--- config.mk ---
export PLATFORM = sky130hd
export DESIGN_NAME = instr_sequencer_flat
export DESIGN_NICKNAME = d
export VERILOG_FILES = /design/src/rtl/instr_sequencer_if.sv /design/src/rtl/instr_sequencer.sv /design/src/flat_wrapper.sv
export SDC_FILE = /design/constraint.sdc
export NUM_CORES = 1
export LEC_CHECK = 0
export CORE_MARGIN = 4
export CORE_UTILIZATION = 27
export CTS_BUF_LIST = sky130_fd_sc_hd__clkbuf_16
export DETAILED_ROUTE_END_ITERATION = 6
export GPL_TIMING_DRIVEN = 0
export PLACE_DENSITY = 0.58
export SETUP_SLACK_MARGIN = 0.15
export SYNTH_ARGS = -nofsm -noshare
export SYNTH_HDL_FRONTEND = slang
export SYNTH_SLANG_ARGS = --single-unit
--- constraint.sdc ---
create_clock -name clk -period 1.9 [get_ports clk]
set_input_delay 0.38 -clock clk [delete_from_list [all_inputs] [get_ports clk]]
set_output_delay 0.38 -clock clk [all_outputs]
set_load 0.05 [all_outputs]
--- src/rtl/instr_sequencer_if.sv ---
// -----------------------------------------------------------------------------
// instr_sequencer_if
//   Bundles the program-memory fetch bus and the decoder/execution-unit
//   control lines that connect to the instruction sequencer.
//
//   Signals:
//     mem_rd     program memory read request, addressed by pc
//     mem_valid  mem_data valid
//     mem_data   16-bit instruction word from program memory
//     pc         program counter (address of the current instruction)
//     instr_out  registered instruction word for the decoder
//     ir_load    one-cycle load strobe to the decoder IRin
//     exec_en    gates the decoder start lines to the execution units
//     unit_done  per-unit completion pulses
//
//   Modports:
//     master  the sequencer side
//     slave   memory / decoder / execution-unit side
// -----------------------------------------------------------------------------
interface instr_sequencer_if #(
    parameter int PC_W      = 8,
    parameter int NUM_UNITS = 7
) ();
    logic                 mem_rd;
    logic                 mem_valid;
    logic [15:0]          mem_data;
    logic [PC_W-1:0]      pc;
    logic [15:0]          instr_out;
    logic                 ir_load;
    logic                 exec_en;
    logic [NUM_UNITS-1:0] unit_done;

    modport master (
        output mem_rd, pc, instr_out, ir_load, exec_en,
        input  mem_valid, mem_data, unit_done
    );

    modport slave (
        input  mem_rd, pc, instr_out, ir_load, exec_en,
        output mem_valid, mem_data, unit_done
    );
endinterface

--- src/rtl/instr_sequencer.sv ---
// -----------------------------------------------------------------------------
// instr_sequencer
//   Fetch / load / decode / execute controller. Reads 16-bit instruction
//   words from program memory, strobes the decoder IRin load, holds the
//   decoder start lines enabled while an execution unit runs, owns the
//   program counter and parks on HALT.
//
//   Optional feature: define SEQ_WATCHDOG_EN to build the execution
//   watchdog. Without it, fault is tied low and EXEC waits indefinitely.
//
//   Ports:
//     clk     system clock, rising edge
//     rst_n   asynchronous active-low reset
//     run     level; high lets the sequencer fetch the next instruction
//     bus     instr_sequencer_if.master (memory bus + decoder controls)
//     halted  HALT executed
//     fault   watchdog expired
//     state   current FSM state (debug)
//
//   Parameters:
//     PC_W       program counter width (wraps modulo 2^PC_W)
//     NUM_UNITS  number of execution units
//     WAIT_MAX   EXEC cycles allowed before fault (watchdog build only)
// -----------------------------------------------------------------------------
module instr_sequencer #(
    parameter int PC_W      = 8,
    parameter int NUM_UNITS = 7,
    parameter int WAIT_MAX  = 255
) (
    input  logic                  clk,
    input  logic                  rst_n,
    input  logic                  run,
    instr_sequencer_if.master     bus,
    output logic                  halted,
    output logic                  fault,
    output logic [2:0]            state
);

    typedef enum logic [2:0] {
        ST_IDLE   = 3'd0,
        ST_FETCH  = 3'd1,
        ST_LOAD   = 3'd2,
        ST_DECODE = 3'd3,
        ST_EXEC   = 3'd4,
        ST_HALT   = 3'd5,
        ST_FAULT  = 3'd6
    } state_t;

    localparam logic [3:0] OP_NOP  = 4'h0;
    localparam logic [3:0] OP_HALT = 4'hF;

    state_t               state_reg, state_next;
    logic [PC_W-1:0]      pc_reg, pc_next;
    logic [15:0]          instr_reg, instr_next;
    logic [3:0]           opcode;
    logic [NUM_UNITS-1:0] done_vec;
    logic                 any_done;
    logic                 wd_expire;

    assign opcode = instr_reg[15:12];

    generate
        for (genvar gi = 0; gi < NUM_UNITS; gi++) begin : g_done
            assign done_vec[gi] = bus.unit_done[gi];
        end
    endgenerate

    assign any_done = |done_vec;

`ifdef SEQ_WATCHDOG_EN
    localparam int WD_W = ($clog2(WAIT_MAX + 1) > 8) ? $clog2(WAIT_MAX + 1) : 8;

    logic [WD_W-1:0] wd_cnt_reg, wd_cnt_next;

    // Counter rests at zero outside EXEC, so it is clear on every EXEC entry.
    always_comb begin
        wd_cnt_next = '0;
        if (state_reg == ST_EXEC && !any_done) begin
            wd_cnt_next = wd_cnt_reg + WD_W'(1);
        end
    end

    always_ff @(posedge clk or negedge rst_n) begin
        if (!rst_n) begin
            wd_cnt_reg <= '0;
        end else begin
            wd_cnt_reg <= wd_cnt_next;
        end
    end

    // Expires on the idle EXEC cycle that would bring the count to WAIT_MAX;
    // a done in that same cycle wins (checked first in the FSM).
    assign wd_expire = (wd_cnt_reg == WD_W'(WAIT_MAX - 1));
`else
    assign wd_expire = 1'b0;
`endif

    // Keeps WAIT_MAX referenced in builds without the watchdog.
    logic unused_wait_max;
    assign unused_wait_max = (WAIT_MAX > 0);

    always_comb begin
        state_next = state_reg;
        pc_next    = pc_reg;
        instr_next = instr_reg;
        case (state_reg)
            ST_IDLE: begin
                if (run) state_next = ST_FETCH;
            end
            ST_FETCH: begin
                if (bus.mem_valid) begin
                    instr_next = bus.mem_data;
                    state_next = ST_LOAD;
                end
            end
            ST_LOAD: begin
                state_next = ST_DECODE;
            end
            ST_DECODE: begin
                if (opcode == OP_HALT) begin
                    state_next = ST_HALT;
                end else if (opcode == OP_NOP) begin
                    pc_next    = pc_reg + PC_W'(1);
                    state_next = run ? ST_FETCH : ST_IDLE;
                end else begin
                    state_next = ST_EXEC;
                end
            end
            ST_EXEC: begin
                if (any_done) begin
                    pc_next    = pc_reg + PC_W'(1);
                    state_next = run ? ST_FETCH : ST_IDLE;
                end else if (wd_expire) begin
                    state_next = ST_FAULT;
                end
            end
            ST_HALT:  state_next = ST_HALT;
            ST_FAULT: state_next = ST_FAULT;
            default:  state_next = ST_IDLE;
        endcase
    end

    always_ff @(posedge clk or negedge rst_n) begin
        if (!rst_n) begin
            state_reg <= ST_IDLE;
            pc_reg    <= '0;
            instr_reg <= '0;
        end else begin
            state_reg <= state_next;
            pc_reg    <= pc_next;
            instr_reg <= instr_next;
        end
    end

    // Strobes are decoded from the registered state only, so reset clears
    // them immediately and no input reaches an output combinationally.
    assign bus.mem_rd    = (state_reg == ST_FETCH);
    assign bus.ir_load   = (state_reg == ST_LOAD);
    assign bus.exec_en   = (state_reg == ST_EXEC);
    assign bus.pc        = pc_reg;
    assign bus.instr_out = instr_reg;
    assign halted        = (state_reg == ST_HALT);
    assign fault         = (state_reg == ST_FAULT);
    assign state         = state_reg;

endmodule

--- src/flat_wrapper.sv ---
// flat-port wrapper written by rule: the top's interface ports become plain ports
module instr_sequencer_flat 
#(
    parameter int PC_W      = 8,
    parameter int NUM_UNITS = 7,
    parameter int WAIT_MAX  = 255
)
  (clk, rst_n, run, halted, fault, state, bus_mem_rd, bus_pc, bus_instr_out, bus_ir_load, bus_exec_en, bus_mem_valid, bus_mem_data, bus_unit_done);
  instr_sequencer_if #(.PC_W(PC_W), .NUM_UNITS(NUM_UNITS)) bus_i ();
  input  logic clk;
  input  logic rst_n;
  input  logic run;
  output logic halted;
  output logic fault;
  output logic [2:0] state;
  output wire logic [$bits(bus_i.mem_rd)-1:0] bus_mem_rd;
  output wire logic [$bits(bus_i.pc)-1:0] bus_pc;
  output wire logic [$bits(bus_i.instr_out)-1:0] bus_instr_out;
  output wire logic [$bits(bus_i.ir_load)-1:0] bus_ir_load;
  output wire logic [$bits(bus_i.exec_en)-1:0] bus_exec_en;
  input wire logic [$bits(bus_i.mem_valid)-1:0] bus_mem_valid;
  input wire logic [$bits(bus_i.mem_data)-1:0] bus_mem_data;
  input wire logic [$bits(bus_i.unit_done)-1:0] bus_unit_done;
  assign bus_mem_rd = bus_i.mem_rd;
  assign bus_pc = bus_i.pc;
  assign bus_instr_out = bus_i.instr_out;
  assign bus_ir_load = bus_i.ir_load;
  assign bus_exec_en = bus_i.exec_en;
  assign bus_i.mem_valid = bus_mem_valid;
  assign bus_i.mem_data = bus_mem_data;
  assign bus_i.unit_done = bus_unit_done;
  instr_sequencer #(.PC_W(PC_W), .NUM_UNITS(NUM_UNITS), .WAIT_MAX(WAIT_MAX)) u_core (.clk(clk), .rst_n(rst_n), .run(run), .bus(bus_i), .halted(halted), .fault(fault), .state(state));
endmodule
==> results of run 1 <==
-- how the worst min path moves through the flow --
stage                                 startpoint                              endpoint  slack, ps  depth (start not counted)
floorplan                                  rst_n   u_core.bus.instr_out[0]$_DFFE_PN0P_         80                          0
global placement    u_core.bus.pc[7]$_DFFE_PN0P_          u_core.bus.pc[7]$_DFFE_PN0P_        460                          1
detailed placement  u_core.bus.pc[7]$_DFFE_PN0P_          u_core.bus.pc[7]$_DFFE_PN0P_        470                          1
CTS                 u_core.bus.pc[7]$_DFFE_PN0P_          u_core.bus.pc[7]$_DFFE_PN0P_        470                          1
global route                               rst_n   u_core.bus.instr_out[0]$_DFFE_PN0P_        170                          1
finish                                     rst_n  u_core.bus.instr_out[12]$_DFFE_PN0P_        120                          1
-- repair_timing --
action	CTS	global route
buffers inserted	0	2
gates resized for setup	56	3
endpoints found under the hold margin	0	0
endpoints found under the setup margin	33	3
pin swaps	0	3
-- cell families (layout without fill, tap and decap cells) --
logic type	after synthesis	after routing	synth area share
compound gates	13	13	0.0774
simple gates	22	22	0.125
xor+xnor	7	7	0.0474
buf+inv	7	71	0.0445
flops	27	27	0.522
mux	17	17	0.174
fa+ha+maj	1	1	0.00967
-- layout by cell type (no fill, tap or decap), types with 2 or more instances in the layout --
cell,instances
dlygate4sd2_1,27
clkdlybuf4s50_1,25
dfrtp_1,23
mux2_4,9
mux2_1,8
xnor2_1,7
buf_6,4
buf_4,4
dfrtp_2,4
nor2_2,3
o2111ai_2,3
clkbuf_16,3
nor3b_4,2
inv_1,2
nor4_4,2
and4_1,2
and3_1,2
o21ai_1,2
nand2_1,2
a31oi_1,2
nor2_1,2
buf_2,2
clkbuf_4,2
-- metal layers --
| metal | vias to the layer above | wire length, um | GRT usage |
|---|---|---|---|
| met3 | 4 | 166 | 0.0187 |
| met1 | 477 | 1280 | 0.131 |
| li1 | 465 | - | - |
| met4 | 0 | 53 | 0.0587 |
| met2 | 34 | 1650 | 0.194 |
| met5 | - | 0 | 0 |
-- synth_stat cells --
master	number
o31ai_1	1
nand2_1	2
dfrtp_1	27
o21a_1	1
nor4_4	1
buf_6	4
mux2_4	9
a31oi_1	2
ha_1	1
nor2_1	4
and3_1	2
o2111ai_1	3
o211ai_1	1
a21boi_4	1
mux2_1	8
buf_2	1
and4_1	2
inv_1	2
a21oi_1	1
nor3b_1	2
nor3b_2	2
o21ai_1	2
and2_1	1
nand4_1	1
nor3_1	2
xnor2_1	7
nor4_2	1
nand2b_1	1
o21ai_0	1
nor2_2	1
-- critical path, stage by stage --
cell and delay [ps]:
clkdlybuf4s50_1 440, nor4_4 400, a21boi_4 150, nor2_2 170, mux2_4 310
-- where the power goes --
group	switching [uW]	internal [uW]	total, uW
clock network	202	286	488
registers	222	828	1050
logic	1420	757	2170
-- cell type report --
cell class	count	area [um^2]
plain buffers	5	60.1
clock buffers	3	75.1
clock inverters	1	7.51
fillers	428	2450
inverters	2	7.51
multi-input cells	60	616
flip-flops and latches	27	681
well taps	52	65.1
repair buffers	60	542
-- per-stage QoR --
step | util | total power, uW
detailed placement | 0.443 | 3440
CTS | 0.452 | 3760
global placement | 0.443 | 3400
global route | 0.456 | 3920
floorplan | - | 2670
finish | 0.456 | 3710
==> out/results.tsv, run 1 <==
metric	value	unit
status	complete, no violations	
syn2layout_area_growth	58.7	%
cts.clk_slew.worst_paths	70	ps
syn_avg_cell_area	13.8	um^2
viasPerCell	4.67	
crit_required	2050	ps
htreeDepth	1	
max_freq	581	MHz
place.gp.congestion	0.719	
first_pass_iters	4	
synthTopCellsByArea	dfrtp_1, mux2_4, mux2_1	
tightest_slew	618	ps
crit_start	bus_unit_done[6]	
fin_ws	180	ps
synth_area	1290	um^2
arrival	1870	ps
dieHeight	77.2	um
die-area	5960	um^2
port_buffers	58	
core-area	4500	um^2
rrSetupSlack	250	ps
yosys_warnings	0	
finalCriticalPeriod	1720	ps
end_kind	flop	
worst_hold_slack	121	ps
rows	24	
crit_end	u_core.bus.pc[1]$_DFFE_PN0P_	
crit_fanout	7	
grt_start_max_net_pins	28	
layoutNonFillerInstCount	210	
cts_buffers	3	
syn_inst	94	
cap_violations	0	
grt_pass1_vias	1041	
wl_per_cell	15.0	um
antenna_cells	0	
rsz0062_at_grt	no	
die_w	77.2	um
vias	980	
drt_iter0_drc	26	
layout-drive-gt1-share	0.272	
drc	0	
finalMaxSlewViolations	0	
place_inst	204	
fin_skew	8.98	ps
grt_overflow_total	0	
power.density	1810	nW/um^2
final_nets	187	
syn_nets	122	
hold_violations	0	
ir_worst_vdd	0.000772	V
slew_headroom	0.588	
pre_cts_ws	-168	ps
hold_class	primary input to asynchronous set/reset pin	
path_class	primary input to flop	
setup_viol	0	
num_io_pins	59	
dpl_cell_area	1990	um^2
yosys.area.top_type_share	0.522	
final_antenna_net_count	0	
tritoncts	done	
worstReg2RegEnd	u_core.bus.instr_out[9]$_DFFE_PN0P_	
r2r-start	u_core.state[1]$_DFFE_PN0P_	
start_util	0.287	
holdBufCountCts	0	
yosysUniqueCellTypes	30	
hpwl	2390	um
synth_seq_area_share	0.522	
grt_pass1_wl	5320	um
setup-tns-final	0	ps
root_buffer	clkbuf_16	
rr_worst_depth	6	
cts_buffer_depth	2	
antenna_found_initial	0	
startpoint_type	primary input	
fin_crit_sh	0.905	
clock_latency	270	ps
largest_register_ffs	16	
synth_top_cell_by_area	dfrtp_1	
final_area	2050	um^2
synth.ff_latch_count	27	
clock_sinks	27	
p_leak	0.000903	uW
grt_usage	0.112	
wirelength	3150	um
Power figures use the tool's default switching activity.
==> run 2, diff against run 1 <==
Settings changed: CTS_CLUSTER_DIAMETER set to 50, CTS_CLUSTER_SIZE set to 10, GPL_TIMING_DRIVEN 0 to not set.
==> run 2 against run 1 <==
Power grew 2.6%. Largest cell class unchanged. Fmax increased by 2.3%. Critical path depth is 2 lower. Cell count down 0.48%. Combinational power rose by 2%.
==> out/results.tsv, run 2 (same netlist as run 1, synthesis figures left out) <==
metric	value	unit	change
p_leak	0.000888	uW	-1.6%
startpoint_type	flop		
cts.clk_slew.worst_paths	70	ps	about the same
largest_register_ffs	16		unchanged
htreeDepth	1		unchanged
dieHeight	77.2	um	unchanged
antenna_cells	0		unchanged
drc	0		unchanged
min_to	u_core.bus.pc[7]$_DFFE_PN0P_		
grt_pass1_wl	5260	um	-1.0%
path_class	flop to output port		
finalCriticalPeriod	1680	ps	-38.8 ps
tritoncts	done		
wl_per_cell	15.5	um	+3.1%
cap_violations	0		unchanged
holdCritStartpoint	u_core.bus.pc[7]$_DFFE_PN0P_		
crit_required	1520	ps	-530 ps
cts_buffers	3		unchanged
rows	24		unchanged
first_pass_iters	2		-2
slew_headroom	0.669		+0.0803
fin_crit_sh	0.885		-0.0204
die_w	77.2	um	unchanged
die-area	5960	um^2	unchanged
final_antenna_net_count	0		unchanged
grt_usage	0.109		-0.00293
holdBufCountCts	0		unchanged
end_kind	output port		
hpwl	2480	um	+4.1%
fin_skew	3.08	ps	-5.90 ps
grt_overflow_total	0		unchanged
port_buffers	58		unchanged
grt_pass1_vias	1043		+0.19%
layout_common_cells	clkdlybuf4s50_1, dfrtp_1, buf_4, dlygate4sd2_1, mux2_4		
whs_path_depth	1		
start_util	0.287		unchanged
arrival	1300	ps	-570 ps
viasPerCell	4.62		-0.96%
clock_sinks	27		unchanged
worstReg2RegEnd	u_core.bus.pc[1]$_DFFE_PN0P_		
core-area	4500	um^2	unchanged
status	complete, no violations		
layout-drive-gt1-share	0.350		+0.0782
drt_iter0_drc	19		-27%
final_nets	186		-0.53%
root_buffer	clkbuf_16		
worst_hold_slack	474	ps	+353 ps
final_common_cell	clkdlybuf4s50_1		
clock_latency	260	ps	about the same
setup_viol	0		unchanged
max_freq	595	MHz	+2.3%
r2r-start	u_core.bus.instr_out[13]$_DFFE_PN0P_		
hold_violations	0		unchanged
finalMaxSlewViolations	0		unchanged
rr_worst_depth	4		-2
power.density	1840	nW/um^2	+1.7%
cts_buffer_depth	2		unchanged
syn2layout_area_growth	60.3	%	
grt_start_max_net_pins	28		unchanged
vias	966		-1.4%
rsz0062_at_grt	no		
num_io_pins	59		unchanged
rrSetupSlack	260	ps	about the same
place.gp.congestion	0.696		-3.2%
ir_worst_vdd	0.000664	V	-14%
tightest_slew	499	ps	-118 ps
antenna_found_initial	0		unchanged
hold_class	flop to flop		
fin_util	0.460		+0.00445
wirelength	3230	um	+2.6%
crit_fanout	7		unchanged
[run 2: cell count changes in the layout (fill, tap and decap cells not counted), moves of 2 or more]
cell,previous run,this run
buf_2,2,0
buf_6,4,0
dlygate4sd2_1,27,12
buf_4,4,20
buf_12,0,6
clkbuf_4,2,0
[run 2: metal layers]
layer / global-route usage / share of wire / vias to the layer above / wire, um
met4: 0.0374 / 0.011 / 0 / 36
met5: 0 / 0 / - / 0
met2: 0.195 / 0.52 / 28 / 1680
li1: - / - / 463 / -
met1: 0.129 / 0.43 / 473 / 1380
met3: 0.0199 / 0.043 / 2 / 140
[run 2: how the worst max path moves through the flow]
stage                                               startpoint                                   end  slack [ps]
after floorplan                    u_core.state[0]$_DFFE_PN0P_  u_core.bus.instr_out[10]$_DFFE_PN0P_        -210
after global placement                        bus_unit_done[2]          u_core.bus.pc[1]$_DFFE_PN0P_          40
after detailed placement                      bus_unit_done[2]          u_core.bus.pc[1]$_DFFE_PN0P_          30
after CTS                 u_core.bus.instr_out[13]$_DFFE_PN0P_          u_core.bus.pc[1]$_DFFE_PN0P_         150
after global routing               u_core.state[1]$_DFFE_PN0P_          u_core.bus.pc[4]$_DFFE_PN0P_         160
final                              u_core.state[2]$_DFFE_PN0P_                                halted         220
[run 2: area by class of cell]
class,instances,area [um^2]
clock buffers,3,75.1
clock inverters,1,7.51
fillers,424,2430
inverters,2,7.51
multi-input cells,60,603
flip-flops and latches,27,679
well taps,52,65.1
repair buffers,64,636
[run 2: per-stage QoR]
step	setup WS, ps	TNS [ps]	instance area (um^2)	cells	power [uW]
2_1_floorplan	-211	-3060	1350	94	2670
3_3_place_gp	38.6	0	2000	205	3410
3_5_place_dp	33.1	0	2000	205	3460
4_1_cts	155	0	2070	209	3880
5_1_grt	160	0	2070	209	4000
6_report	219	0	2070	209	3810
[run 2: power by group]
group	switching, uW	total, uW	internal (uW)	leakage, uW
logic	1380	2220	843	0.000523
registers	277	1100	825	0.000328
clock network	203	489	286	0.0000371
total	1860	3810	1960	0.000888
[run 2: timing repair]
action                     in CTS  in global routing
buffers inserted                0                  0
setup endpoints to repair      12                  6
resized for setup              12                  1
[run 2: worst max-delay path, cell delays in order (launching register included)]
cell and delay [ps]:
dfrtp_2 460, inv_1 140, nor3b_2 270, buf_12 170
==> run 3, diff against run 2 <==
Settings changed: CORE_MARGIN 4 to not set.
==> run 3 against run 2 <==
First-iteration DRC count rose by 110%. The run now ends with design-rule violations left. Count of clock-buffer cells in the layout did not move. Via count fell by 0.31%. Global-route usage rose by 2.2 points. Flip-flop and latch count did not move. Clock power fell by 5.7%. Critical endpoint unchanged. Sequential power barely moved. Final area fell by 0.36%. Register-to-register slack barely moved. Non-clock buffer count rose by 1. Combinational power barely moved.
==> out/results.tsv, run 3 (same netlist as run 1, synthesis figures left out) <==
metric	value	unit	change
fin_crit_sh	0.877		-0.00803
cap_violations	0		unchanged
antenna_cells	0		unchanged
slew_headroom	0.669		+0.000743
power.density	1820	nW/um^2	-0.92%
dieHeight	71.2	um	-7.8%
grt_busiest_layer	met2		
fin_skew	2.78	ps	-0.301 ps
layoutNonFillerInstCount	210		+0.48%
largest_register_ffs	16		unchanged
clock_sinks	27		unchanged
finalCriticalPeriod	1670	ps	-15.3 ps
cts_buffer_depth	2		unchanged
path_class	flop to output port		
p_leak	0.000898	uW	+1.1%
hold_violations	0		unchanged
port_buffers	58		unchanged
place_inst	206		+0.49%
first_pass_iters	6		+4
rows	24		unchanged
max_freq	600	MHz	+0.92%
grt_use_met1	0.166		+0.0365
final_common_cell	clkdlybuf4s50_1		
grt_pass1_wl	5240	um	-0.38%
arrival	1290	ps	about the same
startpoint_type	flop		
status	finished, violations left		
place.gp.congestion	0.736		+5.7%
grt_start_max_net_pins	28		unchanged
drc	4		+4
failed_checks	design-rule violations		
syn2layout_area_growth	59.7	%	
start_util	0.289		+0.00193
core-area	4470	um^2	-0.67%
crit_slowest_cell	dfrtp_2		
drt_iter0_drc	39		+20
rsz0062_at_grt	no		
antenna_found_initial	0		unchanged
viasPerCell	4.59		-0.79%
path_cells	inv_1, nor3b_2, buf_12		
final_nets	187		+0.54%
pre_cts_ws	3.21	ps	-29.9 ps
grt_overflow_total	0		unchanged
holdBufCountCts	0		unchanged
ir_worst_vdd	0.000718	V	+8.1%
hpwl	2290	um	-7.7%
tightest_slew	498	ps	-1.12 ps
fin_ws	234	ps	+15.3 ps
wirelength	2930	um	-9.5%
final_antenna_net_count	0		unchanged
end_kind	output port		
grt_pass1_vias	1063		+1.9%
die_w	71.2	um	-7.8%
crit_fanout	7		unchanged
num_io_pins	59		unchanged
clock_latency	250	ps	about the same
grtUsageMet3	0.00985		-0.0101
htreeDepth	1		unchanged
setup_viol	0		unchanged
cts_buffers	3		unchanged
grt_usage	0.131		+0.0218
layout-drive-gt1-share	0.342		-0.00855
layout_common_cells	clkdlybuf4s50_1, dfrtp_1, buf_4, dlygate4sd2_1, mux2_4		
die-area	5070	um^2	-15%
cts.clk_slew.worst_paths	60	ps	about the same
tritoncts	done		
wl_per_cell	13.9	um	-9.9%
vias	963		-0.31%
grtUsageMet2	0.228		+0.0323
crit_required	1520	ps	about the same
root_buffer	clkbuf_16		
finalMaxSlewViolations	0		unchanged
cpPeakStageDelay	460	ps	about the same
hold_class	flop to flop		
run 3: changes by cell type in the layout (fill, tap and decap cells not counted), sizes merged:
| cell | delta |
|---|---|
| inv | +1 |
| dlygate4sd2 | +1 |
| clkinvlp | -1 |
run 3: critical path, delay by kind of cell (launching register included):
kind | cells | cell delay, ps
simple gates | 1 | 270
buf+inv | 2 | 310
flops | 1 | 460
run 3: stage by stage:
stage	total power [uW]	TNS, ps	cell area [um^2]	util	hold slack (ps)
3_3_place_gp	3390	0	2000	0.447	464
6_report	3760	0	2070	0.462	461
4_1_cts	3810	0	2060	0.461	471
2_1_floorplan	2670	-3060	1350	-	84.4
3_5_place_dp	3420	0	2000	0.447	465
5_1_grt	3970	0	2070	0.462	500
run 3: metal layers:
metal  share of wire  wire, um
met5               0         0
met4           0.014        40
met3           0.048       139
met2            0.52      1510
met1            0.42      1240
run 3: what timing repair did:
item                                    in CTS  in global routing
setup buffers                                0                  0
gates resized for setup                     13                  1
endpoints found under the hold margin        0                  0
endpoints found under the setup margin      13                  6
run 3: cell type report:
class	count	area, um^2
fillers	414	2410
inverters	2	7.51
repair buffers	65	632
clock buffers	3	75.1
clock inverters	1	3.75
multi-input cells	60	603
flip-flops and latches	27	679
well taps	52	65.1
run 3: power breakdown:
part	internal (uW)	leakage (uW)	switching [uW]	total, uW
sequential	826	0.000328	276	1100
clock	281	0.0000423	180	461
combinational	834	0.000528	1370	2200
run 3: worst paths after layout:
path,slack (ps),to,startpoint,depth (start not counted)
max reg2reg,250,u_core.bus.pc[1]$_DFFE_PN0P_,u_core.bus.instr_out[13]$_DFFE_PN0P_,4
max,230,halted,u_core.state[2]$_DFFE_PN0P_,3
max in group asynchronous,1120,u_core.state[2]$_DFFE_PN0P_,rst_n,2
min,460,u_core.bus.pc[7]$_DFFE_PN0P_,u_core.bus.pc[7]$_DFFE_PN0P_,1
min reg2reg,460,u_core.bus.pc[7]$_DFFE_PN0P_,u_core.bus.pc[7]$_DFFE_PN0P_,1
min in group asynchronous,490,u_core.bus.instr_out[7]$_DFFE_PN0P_,rst_n,2
